[config.mk]
export PLATFORM = sky130hd
export DESIGN_NAME = cpuif_host
export DESIGN_NICKNAME = d
export VERILOG_FILES = /design/src/rtl/cpuif_host.sv
export SDC_FILE = /design/constraint.sdc
export NUM_CORES = 1
export LEC_CHECK = 0
export ABC_AREA = 1
export BUFFER_PORTS_ARGS = -buffer_cell sky130_fd_sc_hd__buf_2
export CAP_MARGIN = 20
export CORE_MARGIN = 1
export CORE_UTILIZATION = 30
export DETAILED_ROUTE_END_ITERATION = 10
export GPL_TIMING_DRIVEN = 0
export PLACE_DENSITY_LB_ADDON = 0.1
export REMOVE_ABC_BUFFERS = 1
export SLEW_MARGIN = 25
export SYNTH_ARGS = -nofsm -noshare
export SYNTH_HDL_FRONTEND = slang
export SYNTH_SLANG_ARGS = --single-unit
[constraint.sdc]
create_clock -name clk -period 1.95 [get_ports clk]
set_input_delay 0.39 -clock clk [delete_from_list [all_inputs] [get_ports clk]]
set_output_delay 0.39 -clock clk [all_outputs]
set_load 0.005 [all_outputs]
[src/rtl/cpuif_host.sv]
// cpuif_host
//   Single-outstanding initiator for the cpuif register interface. Takes one
//   command at a time from a valid/ready command stream and issues it as a
//   cpuif read or write request. It honours the responder's request stall,
//   waits for the matching ack, and applies a response timeout. The outcome
//   is returned on a valid/ready response stream.
//
// Ports
//   clk, reset_n            clock; synchronous active-low reset
//   cmd_valid/cmd_ready     command handshake
//   cmd_is_wr, cmd_addr     command type and register address
//   cmd_wr_data/_biten      write payload (ignored for reads)
//   rsp_valid/rsp_ready     response handshake
//   rsp_rd_data             read data (0 for writes, errors, timeouts)
//   rsp_err, rsp_timeout    responder error or timeout / timeout only
//   stray_ack               one-cycle pulse, ack with no matching request
//   cpuif_req*              registered request towards the responder
//   cpuif_req_stall_wr/rd   responder stall, selected by request type
//   cpuif_rd_ack/err/data   read completion
//   cpuif_wr_ack/err        write completion

module cpuif_host #(
    parameter int unsigned ADDR_W  = 3,
    parameter int unsigned DATA_W  = 16,
    parameter int unsigned TIMEOUT = 64
) (
    input  logic              clk,
    input  logic              reset_n,
    input  logic              cmd_valid,
    output logic              cmd_ready,
    input  logic              cmd_is_wr,
    input  logic [ADDR_W-1:0] cmd_addr,
    input  logic [DATA_W-1:0] cmd_wr_data,
    input  logic [DATA_W-1:0] cmd_wr_biten,
    output logic              rsp_valid,
    input  logic              rsp_ready,
    output logic [DATA_W-1:0] rsp_rd_data,
    output logic              rsp_err,
    output logic              rsp_timeout,
    output logic              stray_ack,
    output logic              cpuif_req,
    output logic              cpuif_req_is_wr,
    output logic [ADDR_W-1:0] cpuif_addr,
    output logic [DATA_W-1:0] cpuif_wr_data,
    output logic [DATA_W-1:0] cpuif_wr_biten,
    input  logic              cpuif_req_stall_wr,
    input  logic              cpuif_req_stall_rd,
    input  logic              cpuif_rd_ack,
    input  logic              cpuif_rd_err,
    input  logic [DATA_W-1:0] cpuif_rd_data,
    input  logic              cpuif_wr_ack,
    input  logic              cpuif_wr_err
);

    localparam int unsigned CNT_W = $clog2(TIMEOUT + 1);

    typedef enum logic [1:0] {
        S_IDLE,
        S_REQ,
        S_WAIT_ACK,
        S_RSP
    } state_t;

    state_t            r_state;
    logic [CNT_W-1:0]  r_cnt;
    logic              r_req;
    logic              r_is_wr;
    logic [ADDR_W-1:0] r_addr;
    logic [DATA_W-1:0] r_wr_data;
    logic [DATA_W-1:0] r_wr_biten;
    logic              r_rsp_valid;
    logic [DATA_W-1:0] r_rsp_rd_data;
    logic              r_rsp_err;
    logic              r_rsp_timeout;
    logic              r_stray;

    logic              w_in_flight;
    logic              w_stall;
    logic              w_match_ack;
    logic              w_wrong_ack;
    logic              w_stray;
    logic              w_last_cycle;
    logic              w_ack_err;
    logic [DATA_W-1:0] w_ack_data;

    assign w_in_flight  = (r_state == S_REQ) || (r_state == S_WAIT_ACK);
    assign w_stall      = r_is_wr ? cpuif_req_stall_wr : cpuif_req_stall_rd;
    assign w_match_ack  = r_is_wr ? cpuif_wr_ack : cpuif_rd_ack;
    assign w_wrong_ack  = r_is_wr ? cpuif_rd_ack : cpuif_wr_ack;

    // In flight, only the wrong-type ack is stray; otherwise every ack is.
    assign w_stray      = w_in_flight ? w_wrong_ack : (cpuif_rd_ack | cpuif_wr_ack);

    // r_cnt counts completed REQ/WAIT_ACK cycles, so the current cycle is the
    // TIMEOUT-th one when r_cnt == TIMEOUT-1.
    assign w_last_cycle = (r_cnt == CNT_W'(TIMEOUT - 1));

    assign w_ack_err    = r_is_wr ? cpuif_wr_err : cpuif_rd_err;
    assign w_ack_data   = (r_is_wr || cpuif_rd_err) ? '0 : cpuif_rd_data;

    assign cmd_ready    = reset_n && (r_state == S_IDLE);

    always_ff @(posedge clk) begin
        if (!reset_n) begin
            r_state       <= S_IDLE;
            r_cnt         <= '0;
            r_req         <= 1'b0;
            r_is_wr       <= 1'b0;
            r_addr        <= '0;
            r_wr_data     <= '0;
            r_wr_biten    <= '0;
            r_rsp_valid   <= 1'b0;
            r_rsp_rd_data <= '0;
            r_rsp_err     <= 1'b0;
            r_rsp_timeout <= 1'b0;
            r_stray       <= 1'b0;
        end else begin
            r_stray <= w_stray;
            case (r_state)
                S_IDLE: begin
                    if (cmd_valid) begin
                        r_is_wr    <= cmd_is_wr;
                        r_addr     <= cmd_addr;
                        r_wr_data  <= cmd_is_wr ? cmd_wr_data : '0;
                        r_wr_biten <= cmd_is_wr ? cmd_wr_biten : '0;
                        r_req      <= 1'b1;
                        r_cnt      <= '0;
                        r_state    <= S_REQ;
                    end
                end
                S_REQ, S_WAIT_ACK: begin
                    r_cnt <= r_cnt + CNT_W'(1);
                    if (w_match_ack) begin
                        // An ack always wins over a coincident timeout.
                        r_req         <= 1'b0;
                        r_rsp_valid   <= 1'b1;
                        r_rsp_rd_data <= w_ack_data;
                        r_rsp_err     <= w_ack_err;
                        r_rsp_timeout <= 1'b0;
                        r_state       <= S_RSP;
                    end else if (w_last_cycle) begin
                        // Withdraw the request even if it is still stalled.
                        r_req         <= 1'b0;
                        r_rsp_valid   <= 1'b1;
                        r_rsp_rd_data <= '0;
                        r_rsp_err     <= 1'b1;
                        r_rsp_timeout <= 1'b1;
                        r_state       <= S_RSP;
                    end else if ((r_state == S_REQ) && !w_stall) begin
                        r_req   <= 1'b0;
                        r_state <= S_WAIT_ACK;
                    end
                end
                S_RSP: begin
                    if (rsp_ready) begin
                        r_rsp_valid   <= 1'b0;
                        r_rsp_rd_data <= '0;
                        r_rsp_err     <= 1'b0;
                        r_rsp_timeout <= 1'b0;
                        r_state       <= S_IDLE;
                    end
                end
                default: begin
                    r_req       <= 1'b0;
                    r_rsp_valid <= 1'b0;
                    r_state     <= S_IDLE;
                end
            endcase
        end
    end

    assign cpuif_req       = r_req;
    assign cpuif_req_is_wr = r_is_wr;
    assign cpuif_addr      = r_addr;
    assign cpuif_wr_data   = r_wr_data;
    assign cpuif_wr_biten  = r_wr_biten;
    assign rsp_valid       = r_rsp_valid;
    assign rsp_rd_data     = r_rsp_rd_data;
    assign rsp_err         = r_rsp_err;
    assign rsp_timeout     = r_rsp_timeout;
    assign stray_ack       = r_stray;

endmodule

# Word level (Yosys, flattened, before mapping)
# Cells that the tools add are included.
[word_totals] regBits=66
[classes] add_sub_neg=1 n_eq_ne=8 mux=33 bitwise=1 reduce_logical=14
[ops] cell="16-bit 2-to-1 mux" count=6
[ops] cell="16-bit one-hot mux with 2 select lines" count=1
[ops] cell="1-bit 2-to-1 mux" count=14
[ops] cell="7-bit one-hot mux with 2 select lines" count=1
[ops] cell="2-bit 2-to-1 mux" count=5
[ops] cell="3-bit AND reduction" count=3
[ops] cell="1-bit one-hot mux with 2 select lines" count=4
[ops] cell="7-bit by 1-bit adder with 7-bit output, second input constant" count=1
[ops] cell="7-bit by 6-bit equality test with 1-bit output, second input constant" count=1
[ops] cell="7-bit 2-to-1 mux" count=1
[ops] cell="2-bit one-hot mux with 3 select lines" count=1
[ops] cell="2-bit equality test, second input constant" count=2
[ops] cell="2-bit inequality test, second input constant" count=2
[ops] cell="4-bit inequality test, second input constant" count=1
[ops] cell="2-bit AND reduction" count=2
[ops] cell="2-bit nonzero test" count=2
[ops] cell="3-bit inequality test, second input constant" count=1
[ops] cell="2-bit by 1-bit equality test with 1-bit output, second input constant" count=1
[ops] cell="1-bit logical AND" count=2
[ops] cell="2-bit zero test" count=1
[ops] cell="1-bit logical OR" count=2
[ops] cell="2-bit OR reduction" count=1
[ops] cell="1-bit zero test" count=1
[ops] cell="1-bit bitwise OR" count=1

# Longest topological paths before layout
[depth] ltp_word=7 ltp_mapped=10 depth_no_buf=10

# Worst setup path after synthesis
# No wires, ideal clock.
[synth_path] kind="flip-flop to flip-flop" start="register r_state[0]" end="register r_rsp_rd_data[10] (netlist: rsp_rd_data[10])" setup_ns=0.116 t_arrival_ns=1.475 required_time_ns=1.834 setup_slack_ns=0.359 path_stages_with_launch=10 period_less_slack_ns=1.591 path_cell_list="dfxtp_1 -> inv_1 -> ha_1 -> nor2_2 -> nor2_4 -> nand2_4 -> inv_4 -> buf_8 -> nor2_1 -> nor2_1"
[synth_between] elab_chain_len=4 word_cells_on_any_way=9 cone_classes="5 x eq/ne; 1 x mux; 3 x reduce/logical"
[synth_rtl] element="from (decl)" line="64" source="state_t r_state;"
[synth_rtl] element="from (signal assigned)" line="105" source="r_state <= S_IDLE;"
[synth_rtl] element="from (signal assigned)" line="128" source="r_state <= S_REQ;"
[synth_rtl] element="from (signal assigned)" line="140" source="r_state <= S_RSP;"
[synth_rtl] element="2-bit by 1-bit equality test with 1-bit output or 2-bit equality test (tied branches)" line="119" source="case (r_state)"
[synth_rtl] element="2-bit OR reduction" line="119"
[synth_rtl] element="3-bit inequality test (no line) or 2-bit nonzero test (tied branches)"
[synth_rtl] element="3-bit AND reduction (no line)"
[synth_rtl] element="to (signal assigned)" line="137" source="r_rsp_rd_data <= w_ack_data;"
[synth_rtl] element="to (decl)" line="72" source="logic [DATA_W-1:0] r_rsp_rd_data;"
# Parallel ways exist; a longest one is shown, timed or not.
# A chain may end at the register's enable or synchronous reset.

# Final worst setup path
[layout_path] start="register r_state[0]" end="register r_rsp_rd_data[13] (netlist: rsp_rd_data[13])"
# Same word-level chain as after synthesis.

==> metrics.md <==
| Metric | Value |
|---|---|
| Post-synth top cells | nand2_1 (107), dfxtp_1 (66), nor2_1 (59) |
| Min-Delay Path Class | in2reg |
| Vias per cell | 4.287 |
| Fin crit period | between 1.5 and 2 ns |
| Area contributors post-synth | dfxtp_1 (46%), nand2_1 (14%), a21oi_1 (8.0%) |
| PD cells | around 1300 nW/um^2 |
| Vias after detailed routing | 2761 |
| Fin crit share | between 80% and 90% |
| Worst VDD drop | 480.8 uV |
| Drt initial violations | 65 |
| Vias in the first global route | 2586 |
| Site Rows | 35 |
| Routability congestion estimate | roughly 0.73 |
| Largest net degree at the start of global routing | 38 |
| Setup crit start | r_state[0]$_SDFFE_PN0P_ |
| Root buffer cell | clkbuf_8 |
| Post-synthesis cell type count | 26 |
| Ports | 120 |
| Gr usage total | 15.00% |
| Post-synth EDFFs | 0 |
| GRT met3 Usage | 6.817% |
| WP buf/inv | 2 |
| Clock Sinks | 66 |
| Sequential area share after synthesis | 46.13% |
| Final Hold Fails | 0 |
| Final wirelength | 7070 um |
| Max-cap violations | 0 |
| Die footprint | 9941 sq um |
| CTS buffer count | 9 |
| First-pass GRT wire length | 11830 um |
| CP Class | reg2reg |
| Req. time, crit path | between 2 and 2.5 ns |
| Most used cell, CP | nor2_1 |
| Primary FF master, synth | dfxtp_1 |
| Clk_lat worst skew | 0.34 ns |
| Actual slew at the worst max-slew pin | slightly below 0.7 ns |
| Static Leak | 1.846 nW |
| GRT met1 Usage | roughly 18% |
| Flops & latches, synth | 66 |
| Worst slew margin | 54.20% |
| Fill cells | 1035 |
| Clock Path Buffers | 2 |
| CP max stage cell | ha_2 |
| Final slew viol count | 0 |
| Status | finished clean |
| Initial core utilization | between 30% and 40% |
| CP max stage delay | 0.44 ns |
| Cells after Synth | 398 |
| Die X | approximately 100 um |
| Netlist Area Pre-Place | 2864 sq um |
| Die Ht | roughly 100 um |
| Synth Warn # | 0 |
| Worst setup path end | rsp_rd_data[13]$_SDFFE_PN0P_ |
| Fin nets | 579 |
| Ys async rst share | 0% |
| Drt first pass iters | 4 |
| Critical Path, Cell by Cell | inv_1 > ha_2 > nor2_2 > nor2_4 > nand2_8 > inv_4 > nor2_1 > nor2_1 |
| H-tree depth | 3 |
| R2R Path End | rsp_rd_data[13]$_SDFFE_PN0P_ |
| Critical path's top delay family | simple AND/OR/NAND/NOR gates |
| CP Max Fanout | 26 |
| Area of the core | 9240 sq um |
| Drc violations | 0 |
| Initial antenna violation count | 0 |
| Stages on worst setup path | 8 |
| Power Total | 5.032 mW |
| Yosys top cell by area | dfxtp_1 |
| Synth-to-layout area growth | 30.84% |
| CTS tree | built |
| N_diodes | 0 |
| Crit. End Element | register |
| Clock transition at path regs | 0.08 ns |
| Routed len/inst | between 10 and 15 um |
| Final HPWL DP | 4793 um |
| FMAX | roughly 580 MHz |
| R2r startpoint | r_state[0]$_SDFFE_PN0P_ |
| Reg-to-reg setup timing slack | 0.22 ns |
| Gr ovfl total | 0 |
| R2r worst-path depth | 8 |
| Final ANT Viol Nets | 0 |
| Top cell type's share of synthesized area | 46.13% |
| Final setup vio count | 0 |
| Gr busiest metal | met2 |
| RSZ-0062 raised after global routing | false |
| Worst setup SP type | register |
| Most frequent cell after synthesis | nand2_1 |
| Worst Path Arrival | ~2 ns |
| Met2 GRT Util | 24.72% |
| Clock skew | 0.009374 ns |
| FF/Latch Area | around 1300 sq um |
| Final Core Density | between 40% and 50% |
| Area occupied by multi-input gates | 1277 sq um |
| Syn_area_per_cell | 7.196 sq um |
| Share of cells above drive strength 1 | a little under a third |
| IO buf count | 119 |
[sequential cells by signal, indices dropped and copies added (netlist names)]
signal           cells
rsp_rd_data         16
cpuif_req_is_wr      1
cpuif_req            1
r_cnt                7
rsp_timeout          1
cpuif_wr_biten      16
cpuif_addr           3
rsp_err              1
cpuif_wr_data       16
stray_ack            1
rsp_valid            1
r_state              2
[power by group]
| part | internal (mW) | switching, mW |
|---|---|---|
| Combinational | 0.813 | 1.36 |
| Clock | 0.581 | 0.520 |
| Sequential | 1.61 | 0.143 |
| Total | 3.01 | 2.02 |
[per-stage QoR]
step,setup slack [ns],area (sq um),TNS [ns],std cells,hold slack (ns)
final,0.2218,3747,0,644,0.2825
after global routing,0.02382,3747,0,644,0.2643
after CTS,0.03928,3706,0,644,0.2622
after detailed placement,-0.4008,3512,-12.13,629,0.4530
after global placement,-0.3607,3512,-11.23,629,0.4488
after floorplan,0.2877,2755,0,381,0.4370
[worst min-delay path: stages]
cell	delay, ns
buf_2	0.09
nand2_1	0.05
a21oi_1	0.05
[final cells by class]
cell class                      count  share of cell area, %
Timing Repair Buffer              119                  15.89
Clock inverter                      5                  1.503
Tap cell                          129                  4.307
Clock buffer                       10                  3.406
Multi-Input combinational cell    268                  34.09
Inverter                           47                  5.543
Sequential cell                    66                  35.26
[worst min path at each step]
stage / start / to / slack, ns / cells after the start
floorplan: r_cnt[5]$_SDFFE_PN0P_ / r_cnt[5]$_SDFFE_PN0P_ / 0.44 / 2
global placement: cpuif_wr_data[5]$_SDFFE_PN0P_ / cpuif_wr_data[5]$_SDFFE_PN0P_ / 0.45 / 2
detailed placement: cpuif_wr_biten[6]$_SDFFE_PN0P_ / cpuif_wr_biten[6]$_SDFFE_PN0P_ / 0.45 / 2
CTS: cmd_wr_data[3] / cpuif_wr_data[3]$_SDFFE_PN0P_ / 0.26 / 3
global route: cmd_wr_biten[10] / cpuif_wr_biten[10]$_SDFFE_PN0P_ / 0.26 / 3
finish: cmd_wr_data[9] / cpuif_wr_data[9]$_SDFFE_PN0P_ / 0.28 / 3
[cell usage in the layout, fill, tap and decap left out, drive strengths merged]
| cell type | count |
|---|---|
| clkinvlp | 1 |
| nand3 | 8 |
| clkbuf | 10 |
| nor2 | 67 |
| inv | 46 |
| dfxtp | 66 |
| ha | 6 |
| buf | 119 |
| nand2 | 112 |
| o21ai | 25 |
| clkinv | 3 |
| a21oi | 47 |
| o21bai | 1 |
| nor3 | 2 |
| bufinv | 2 |
[layer usage]
metal,vias to the layer above,part of all wire [%]
met5,-,0
met4,0,0.99
met3,9,8.8
met2,94,44
met1,1204,46
li1,1454,-
[cells by family (layout without fill, tap and decap cells)]
group	count (synthesis)	in the layout	synth area share [%]
AOI/OAI and AO/OA	73	73	12.98
adders and majority gates	6	6	2.621
buffers and inverters	64	181	10.14
DFF	66	66	46.13
and+or+nand+nor	189	189	28.13
[timing repair]
action	4_1_cts	5_1_grt
endpoints found under the setup margin	32	44
resized for setup	3	5
pin swaps	0	0
setup buffers	0	0
hold buffers	0	0
Note: power is estimated with default switching activity, not from simulation.
